### config.mk
export PLATFORM = sky130hd
export DESIGN_NAME = verify_cmov_ctrl
export DESIGN_NICKNAME = d
export VERILOG_FILES = /design/src/rtl/saber_pkg.sv /design/src/rtl/verify_acc.sv /design/src/rtl/verify_cmov_ctrl.sv
export SDC_FILE = /design/constraint.sdc
export NUM_CORES = 1
export LEC_CHECK = 0
export CORE_MARGIN = 1.5
export CORE_UTILIZATION = 31
export CTS_CLUSTER_SIZE = 14
export DETAILED_ROUTE_END_ITERATION = 8
export GPL_TIMING_DRIVEN = 0
export SLEW_MARGIN = 30
export SYNTH_ARGS = -nofsm -noshare
export SYNTH_HDL_FRONTEND = slang
export SYNTH_SLANG_ARGS = --single-unit
export TNS_END_PERCENT = 30
### constraint.sdc
create_clock -name clk -period 25.5 [get_ports clk]
set_clock_uncertainty 0.1 [all_clocks]
set_input_delay 2.55 -clock clk [delete_from_list [all_inputs] [get_ports clk]]
set_output_delay 2.55 -clock clk [all_outputs]
set_load 0.01 [all_outputs]
### src/rtl/saber_pkg.sv
// Shared defaults and FSM encoding for the Saber decapsulation verify/CMOV sequencer.
package saber_pkg;

  localparam int DEF_AW         = 9;
  localparam int DEF_DW         = 64;
  localparam int DEF_CMOV_WORDS = 4;
  localparam int LEN_W          = 10;

  typedef enum logic [2:0] {
    ST_IDLE,
    ST_CMP,
    ST_DRAIN,
    ST_RK,
    ST_RZ,
    ST_WR,
    ST_DONE
  } state_t;

endpackage

### src/rtl/verify_acc.sv
// OR-of-XOR difference accumulator: captures word A, folds A ^ rdata in on the following cycle.
module verify_acc #(
  parameter int DW = 64
) (
  input  logic          clk,
  input  logic          rst,
  input  logic          clr,
  input  logic          cap,
  input  logic [DW-1:0] rdata,
  output logic          match
);

  logic [DW-1:0] a_word;
  logic [DW-1:0] acc;
  logic          pend;

  // The B word arrives one cycle after A is captured, so the fold is deferred via pend.
  always_ff @(posedge clk or posedge rst) begin
    if (rst) begin
      a_word <= '0;
      acc    <= '0;
      pend   <= 1'b0;
    end else if (clr) begin
      a_word <= '0;
      acc    <= '0;
      pend   <= 1'b0;
    end else begin
      pend <= cap;
      if (cap) a_word <= rdata;
      if (pend) acc <= acc | (a_word ^ rdata);
    end
  end

  assign match = (acc == '0);

endmodule

### src/rtl/verify_cmov_ctrl.sv
// Constant-time ciphertext compare followed by a masked K/Z move into the session-key slot.
module verify_cmov_ctrl
  import saber_pkg::*;
#(
  parameter int AW         = DEF_AW,
  parameter int DW         = DEF_DW,
  parameter int CMOV_WORDS = DEF_CMOV_WORDS
) (
  input  logic             clk,
  input  logic             rst,
  input  logic             start,
  input  logic [LEN_W-1:0] cmp_len,
  input  logic [AW-1:0]    base_a,
  input  logic [AW-1:0]    base_b,
  input  logic [AW-1:0]    base_k,
  input  logic [AW-1:0]    base_z,
  input  logic [AW-1:0]    base_dst,
  output logic [AW-1:0]    mem_addr,
  output logic             mem_we,
  output logic [DW-1:0]    mem_wdata,
  input  logic [DW-1:0]    mem_rdata,
  output logic             busy,
  output logic             done,
  output logic             verify_true
);

  localparam int WCW = $clog2(CMOV_WORDS + 1);

  state_t           state, state_nxt;
  logic [LEN_W-1:0] len_q, pair_cnt;
  logic             phase;
  logic [WCW-1:0]   word_cnt;
  logic [AW-1:0]    a_q, b_q, k_q, z_q, d_q;
  logic [DW-1:0]    k_word, mask;
  logic [AW-1:0]    pair_off, word_off;
  logic             acc_clr, acc_cap, match, last_pair, last_word;

  assign pair_off  = AW'(pair_cnt);
  assign word_off  = AW'(word_cnt);
  assign last_pair = phase && (pair_cnt == len_q - LEN_W'(1));
  assign last_word = (word_cnt == WCW'(CMOV_WORDS - 1));
  assign mask      = {DW{match}};

  verify_acc #(.DW(DW)) u_acc (
    .clk   (clk),
    .rst   (rst),
    .clr   (acc_clr),
    .cap   (acc_cap),
    .rdata (mem_rdata),
    .match (match)
  );

  always_ff @(posedge clk or posedge rst) begin
    if (rst) state <= ST_IDLE;
    else     state <= state_nxt;
  end

  always_ff @(posedge clk or posedge rst) begin
    if (rst) begin
      len_q       <= '0;
      pair_cnt    <= '0;
      phase       <= 1'b0;
      word_cnt    <= '0;
      a_q         <= '0;
      b_q         <= '0;
      k_q         <= '0;
      z_q         <= '0;
      d_q         <= '0;
      k_word      <= '0;
      verify_true <= 1'b0;
    end else begin
      case (state)
        ST_IDLE: if (start) begin
          len_q       <= cmp_len;
          a_q         <= base_a;
          b_q         <= base_b;
          k_q         <= base_k;
          z_q         <= base_z;
          d_q         <= base_dst;
          pair_cnt    <= '0;
          phase       <= 1'b0;
          word_cnt    <= '0;
          verify_true <= 1'b0;
        end
        ST_CMP: begin
          phase <= ~phase;
          if (phase) pair_cnt <= pair_cnt + LEN_W'(1);
        end
        ST_RZ: k_word <= mem_rdata;
        ST_WR: begin
          word_cnt <= word_cnt + WCW'(1);
          // Published as DONE is entered so the flag is already valid alongside done.
          if (last_word) verify_true <= match;
        end
        default: ;
      endcase
    end
  end

  always_comb begin
    state_nxt = state;
    mem_addr  = '0;
    mem_we    = 1'b0;
    mem_wdata = '0;
    busy      = (state != ST_IDLE);
    done      = 1'b0;
    acc_clr   = 1'b0;
    acc_cap   = 1'b0;
    case (state)
      ST_IDLE: if (start) begin
        acc_clr   = 1'b1;
        state_nxt = (cmp_len == '0) ? ST_DRAIN : ST_CMP;
      end
      ST_CMP: begin
        mem_addr = phase ? (b_q + pair_off) : (a_q + pair_off);
        acc_cap  = phase;
        if (last_pair) state_nxt = ST_DRAIN;
      end
      ST_DRAIN: state_nxt = ST_RK;
      ST_RK: begin
        mem_addr  = k_q + word_off;
        state_nxt = ST_RZ;
      end
      ST_RZ: begin
        mem_addr  = z_q + word_off;
        state_nxt = ST_WR;
      end
      ST_WR: begin
        // Z arrives on mem_rdata here; both sources are always read and blended by mask.
        mem_addr  = d_q + word_off;
        mem_we    = 1'b1;
        mem_wdata = (k_word & mask) | (mem_rdata & ~mask);
        state_nxt = last_word ? ST_DONE : ST_RK;
      end
      ST_DONE: begin
        done      = 1'b1;
        state_nxt = ST_IDLE;
      end
      default: state_nxt = ST_IDLE;
    endcase
  end

endmodule

==> summary.md <==
| Metric | Value |
|---|---|
| Outcome | `finished clean` |
| CTS root buf | `clkbuf_16` |
| NumNets Final | `1568` |
| Number of flops mapped to enable cells by yosys | `0` |
| Crit Path Max Fanout | `10` |
| Clock power share | `0.240` |
| Final hold vios | `0` |
| Area after DPL | `15400 sq um` |
| Worst r2r dst | `verify_true` |
| CP endpoint kind | `primary output` |
| H-tree depth | `1` |
| Setup-failing EPs final | `0` |
| R2r worst-path depth | `6` |
| Total track usage | `0.166` |
| Layout Utilization | `0.411` |
| Placed Cells | `1922` |
| Via count | `9528` |
| Worst-margin pin slew | `0.797 ns` |
| Synth Area in Compound Gates | `0.101` |
| Synth Net Count | `1335` |
| Final Slew Violations | `0` |
| Synth-to-Final Area Change | `30.3%` |
| Crit path time final | `6.99 ns` |
| Post-Syn Area per Cell | `10.6 sq um` |
| Global-route wire length before repair | `55.1 mm` |
| Flop pwr share | `0.377` |
| YS warnings | `0` |
| Asr flop ratio synth | `1.00` |
| Initial antenna violation count | `3` |
| Rows | `73` |
| Num ports | `199` |
| Chip height | `205 um` |
| Setup_tns | `0 ns` |
| Vias in the first global route | `9976` |
| Power Total | `1.94 mW` |
| DRC viols | `0` |
| Multiplexer share of the synthesized area | `0.126` |
| CTS tree | `done` |
| Initial Util | `0.316` |
| Number of vias per cell | `4.81` |
| Clk slew on worst S/H paths | `0.06 ns` |
| Combinational family with the most area after synthesis | `simple AND/OR/NAND/NOR gates` |
| Crit path kind | `flop to primary output` |
| CTS sink cnt | `266` |
| Hold Slack | `0.373 ns` |
| Relative slew slack | `0.468` |
| GRT Residual Overflow | `0` |
| Final Cycle Share | `0.274` |
| Largest net degree at the start of global routing | `78` |
| Post-Synth Adder-Cell Area | `0.0180` |
| Setup bufs post-CTS | `0` |
| VDD IR max | `0.0828 mV` |
| Full die area | `42000 sq um` |
| Simple-gate share of the synthesized area | `0.133` |
| Hold_buf cts | `0` |
| Comb power frac | `0.383` |
| Final wirelength | `34.2 mm` |
| Share of cells above drive strength 1 | `0.108` |
| CP Launch Type | `flop` |
| Pre-CTS setup slack | `18.89 ns` |
| P_leak | `7.03 nW` |
| Switching Share | `0.354` |
| Inserted Clock Buffers | `30` |
| Fmax | `143 MHz` |
| Clock Latency Late Sink | `0.59 ns` |
| Final HPWL DP | `24.4 mm` |
| Post-route ant nets | `0` |
| Core ar. | `40000 sq um` |
| Synth Area in XOR/XNOR | `0.0680` |
| Wirelength per Cell | `17.3 um` |
| Synthesized cell area | `12600 sq um` |
| Register area share after synthesis | `0.527` |
| Post-cts resize count | `0` |
| CP endpoint | `mem_addr[8]` |
| Main synth FF type | `dfrtp_1` |
| NetSw | `0.685 mW` |
| RSZ-0062 raised after global routing | `no` |
| Deepest clock path buffer count | `3` |
| Post-synthesis register bit count | `266` |
| Worst hold path class | `flop to flop` |
| Crit. Startpoint | `phase` |
| Initial DRT Pass Iterations | `7` |
| Int Pwr | `1.25 mW` |
| Buffers on Ports | `198` |
| Fin area | `16500 sq um` |
| Worst EP arrival | `4.34 ns` |
| R2R Setup Slk | `22.34 ns` |
| Setup ws final | `18.51 ns` |
| Die W | `205 um` |
| Max-cap violations | `0` |
| RePlAce Congestion | `0.811` |
| Syn Inst Count | `1196` |
| Post-route insts no fill | `1979` |
| Pwr dens | `118 nW/um^2` |
| Library cells used by synthesis | `53` |
| Worst endpoint required time | `22.85 ns` |
| Initial DRC Count | `379` |
| R2R Path Start | `u_acc.acc[20]` |
-- critical path: stages (launching register included) --
cell and delay (ns):
dfrtp_1 0.44, clkbuf_1 0.50, mux2_2 0.42, ha_1 0.23
fa_1 0.45, a21oi_1 0.19, o21ai_0 0.13, o21ai_0 0.30
a21oi_1 0.14, xnor2_1 0.17, o22ai_1 0.22, clkdlybuf4s50_1 0.58
-- flip-flops by register name, summed over array words and instances, names as in the netlist --
| register | cells |
|---|---|
| d_q | 9 |
| u_acc.pend | 1 |
| state | 3 |
| phase | 1 |
| b_q | 9 |
| a_q | 9 |
| u_acc.acc | 64 |
| len_q | 10 |
| z_q | 9 |
| pair_cnt | 10 |
| word_cnt | 3 |
| k_word | 64 |
| k_q | 9 |
| u_acc.a_word | 64 |
| verify_true | 1 |
-- kinds of logic after synthesis --
logic type                 after synthesis
and+or+nand+nor                        398
xor gates and xnor gates                96
AOI/OAI and AO/OA                      189
adders and majority gates               17
buffers and inverters                   80
DFF                                    266
muxes                                  150
-- worst min-delay path by stage --
stage / cells after the start / endpoint / start / slack, ns
3_5_place_dp: 2 / d_q[5] / d_q[5] / 0.36
4_1_cts: 2 / b_q[4] / b_q[4] / 0.37
6_report: 2 / d_q[3] / d_q[3] / 0.37
5_1_grt: 2 / b_q[5] / b_q[5] / 0.38
3_3_place_gp: 2 / b_q[5] / b_q[5] / 0.36
2_1_floorplan: 2 / b_q[0] / b_q[0] / 0.34
-- cell type report --
type	instances	area, sq um
plain buffers	72	297
repair buffers	201	2060
clock buffers	41	872
well taps	525	657
flip-flops and latches	266	6660
fillers	3958	23600
diodes	1	2.50
clock inverters	15	211
multi-input cells	850	5650
inverters	8	37.5
-- power groups by stage --
stage	combinational, mW	clock [mW]	sequential [mW]
finish	0.742	0.464	0.730
global route	0.828	0.496	0.753
CTS	0.755	0.480	0.729
detailed placement	0.751	0	0.734
global placement	0.735	0	0.730
floorplan	0.499	0	0.700
-- per-layer routing --
layer | part of all wire | global-route usage | vias to the layer above
li1 | - | - | 4581
met1 | 0.46 | 0.224 | 4710
met2 | 0.47 | 0.277 | 187
met3 | 0.045 | 0.0285 | 46
met4 | 0.021 | 0.0368 | 4
met5 | 0.00094 | 0 | -
-- cells in the mapped netlist (2+ instances only) --
master / n / area share
fa_1: 2 / 0.0032
dfrtp_1: 266 / 0.53
buf_6: 2 / 0.0018
or2_2: 2 / 0.00099
nor3b_1: 2 / 0.0012
mux2i_1: 74 / 0.059
inv_1: 8 / 0.0024
or3_1: 4 / 0.0020
a22o_1: 67 / 0.046
nor2_1: 148 / 0.044
buf_2: 9 / 0.0036
o22ai_1: 6 / 0.0030
nor4_1: 20 / 0.0099
nand2b_1: 3 / 0.0015
xnor2_1: 19 / 0.013
o21ai_0: 21 / 0.0083
nand3_1: 7 / 0.0028
mux2_2: 76 / 0.068
nand2_1: 184 / 0.055
o211ai_1: 2 / 0.0012
buf_1: 14 / 0.0042
xor2_1: 76 / 0.053
nor2b_1: 2 / 0.00099
a211oi_1: 3 / 0.0018
and3_1: 3 / 0.0015
nand4_1: 9 / 0.0045
a21oi_1: 76 / 0.030
nand4b_1: 2 / 0.0014
nor3_1: 4 / 0.0016
a21o_1: 2 / 0.0012
clkbuf_1: 47 / 0.014
ha_1: 15 / 0.015
-- layout by cell type (no fill, tap or decap), drive strengths merged, types with 4 or more instances in the layout --
| cell type | instances |
|---|---|
| o22ai | 6 |
| clkbuf | 88 |
| a22o | 67 |
| inv | 9 |
| a21oi | 76 |
| bufinv | 4 |
| or3 | 5 |
| xor2 | 76 |
| nor3 | 4 |
| nand4 | 9 |
| nor2 | 148 |
| nand2 | 184 |
| ha | 15 |
| xnor2 | 19 |
| mux2i | 74 |
| clkdlybuf4s50 | 198 |
| mux2 | 76 |
| nor4 | 20 |
| dfrtp | 266 |
| buf | 28 |
| clkinv | 8 |
| o21ai | 21 |
| nand3 | 7 |
(Power assumes the default switching activity.)
==> edit: new RTL, config.mk and constraints unchanged <==
The package constant `DEF_CMOV_WORDS` goes from 4 to 8.
--- a/src/rtl/saber_pkg.sv
+++ b/src/rtl/saber_pkg.sv
@@ -3,7 +3,7 @@
 
   localparam int DEF_AW         = 9;
   localparam int DEF_DW         = 64;
-  localparam int DEF_CMOV_WORDS = 4;
+  localparam int DEF_CMOV_WORDS = 8;
   localparam int LEN_W          = 10;
 
   typedef enum logic [2:0] {
Behaviour: same outputs for any inputs over 4 cycles, from zero or initial values and one cycle with rst high; that may be too few to reach the edited logic, so the function may still have changed.
==> edit against the unedited design <==
Global-route usage decreased by 0.22 points. Cell area increased by 0.43%. Via count increased by 0.46%. Count of clock-buffer cells in the layout increased by 1. Synthesized area increased by 0.70%. Die area increased by 0.69%. Critical endpoint unchanged. Critical path type unchanged. Total power decreased by 3.3%. Synthesized cell count increased by 1.3%. Hold slack got worse by 0.51 ps. Routed wire length increased by 0.58%. Sequential cell count increased by 1. Setup slack improved by 130 ps.
==> edit: results <==
set metrics [dict create \
    viasPerCell 4.78 \
    synthTopCellsByCount "267 x dfrtp_1, 179 x nand2_1, 153 x nor2_1" \
    yosysWarningCount 0 \
    synth_nets 1351 \
    worstSkewPairLatency_ps 590 \
    n_fill_cell 3975 \
    maxSlewViolCount 0 \
    dp_hpwl_mm 24.7 \
    grt_pass1_vias 9648 \
    antenna_found_initial 0 \
    pre_cts_ws_ps 18890 \
    firstDrtPassIters 5 \
    yosysSeqAreaShare 0.525 \
    leakage_nw 7.34 \
    yosys-top-cells-area "dfrtp_1 53%, mux2_2 6.7%, mux2i_1 5.9%" \
    r2r_start "state[1]" \
    grt_util_all_layers 0.164 \
    nets 1585 \
    drtIter0Drc 600 \
    cp.arrival_ps 4210 \
    worstHoldStart "k_q[5]" \
    grt_max_degree 84 \
    wl_mm 34.4 \
    gp_congestion 0.859 \
    drive_gt1_frac 0.109 \
    worst_slew_pin_slew_ps 933 \
    insertedDiodeCount 0 \
    drtAntennaViolNets 0 \
    outcome "completed" \
    ys_types 47 \
    synth-main-ff-cell "dfrtp_1" \
    ir_worst_vdd_mv 0.0489 \
]
edit: routing by layer:
| layer | GRT usage | part of all wire | up-vias |
|---|---|---|---|
| met4 | 0.0297 | 0.016 | 0 |
| met3 | 0.0296 | 0.055 | 37 |
| met2 | 0.262 | 0.46 | 230 |
| met1 | 0.233 | 0.47 | 4679 |
| li1 | - | - | 4626 |
| met5 | 0 | 0 | - |
edit: path summary, 6_finish.rpt:
path,slack [ps],depth (start not counted),to
setup reg to reg,22670,8,a_q[8]
hold / removal,370,2,k_q[5]
setup / recovery,18640,12,mem_addr[8]
hold reg to reg,370,2,k_q[5]
min in group asynchronous,2290,2,len_q[0]
max in group asynchronous,21970,4,u_acc.a_word[20]
edit: layout make-up:
type / instances / area (um2) / share of cell area
Clock inverter: 14 / 173 / 0.0105
Buffer: 71 / 304 / 0.0184
Inverter: 17 / 71.3 / 0.00432
Sequential cell: 267 / 6680 / 0.404
Tap cell: 532 / 666 / 0.0403
Multi-Input combinational cell: 857 / 5670 / 0.343
Clock buffer: 42 / 876 / 0.0530
Timing Repair Buffer: 202 / 2080 / 0.126
edit: where the power goes:
group / total, mW / internal, mW / switching (mW) / leakage, nW
sequential: 0.725 / 0.610 / 0.115 / 3.34
combinational: 0.695 / 0.330 / 0.365 / 3.48
clock: 0.452 / 0.270 / 0.182 / 0.521
edit: metrics by stage:
stage,area (um2),utilization,total power [mW],std cells
6_report,16500,0.406,1.87,2002
5_1_grt,16500,0.406,2.01,2002
4_1_cts,16500,0.406,1.89,2002
3_5_place_dp,15500,0.381,1.43,1946
3_3_place_gp,15400,0.378,1.41,1942
2_1_floorplan,12700,-,1.18,1212
edit: critical path, cell delays in order, from the launching register on:
cell	delay [ps]
dfrtp_1	410
buf_1	510
mux2_2	430
ha_1	200
inv_1	80
fa_1	210
inv_1	50
a21o_1	160
a41o_1	250
o41ai_1	350
xnor2_1	170
o22ai_1	240
clkdlybuf4s50_1	590
edit: kinds of logic after synthesis:
family          share of synthesized area
simple gates                        0.133
flops                               0.525
compound gates                      0.101
mux                                 0.126
xor+xnor                           0.0668
buf+inv                            0.0289
fa+ha+maj                          0.0179
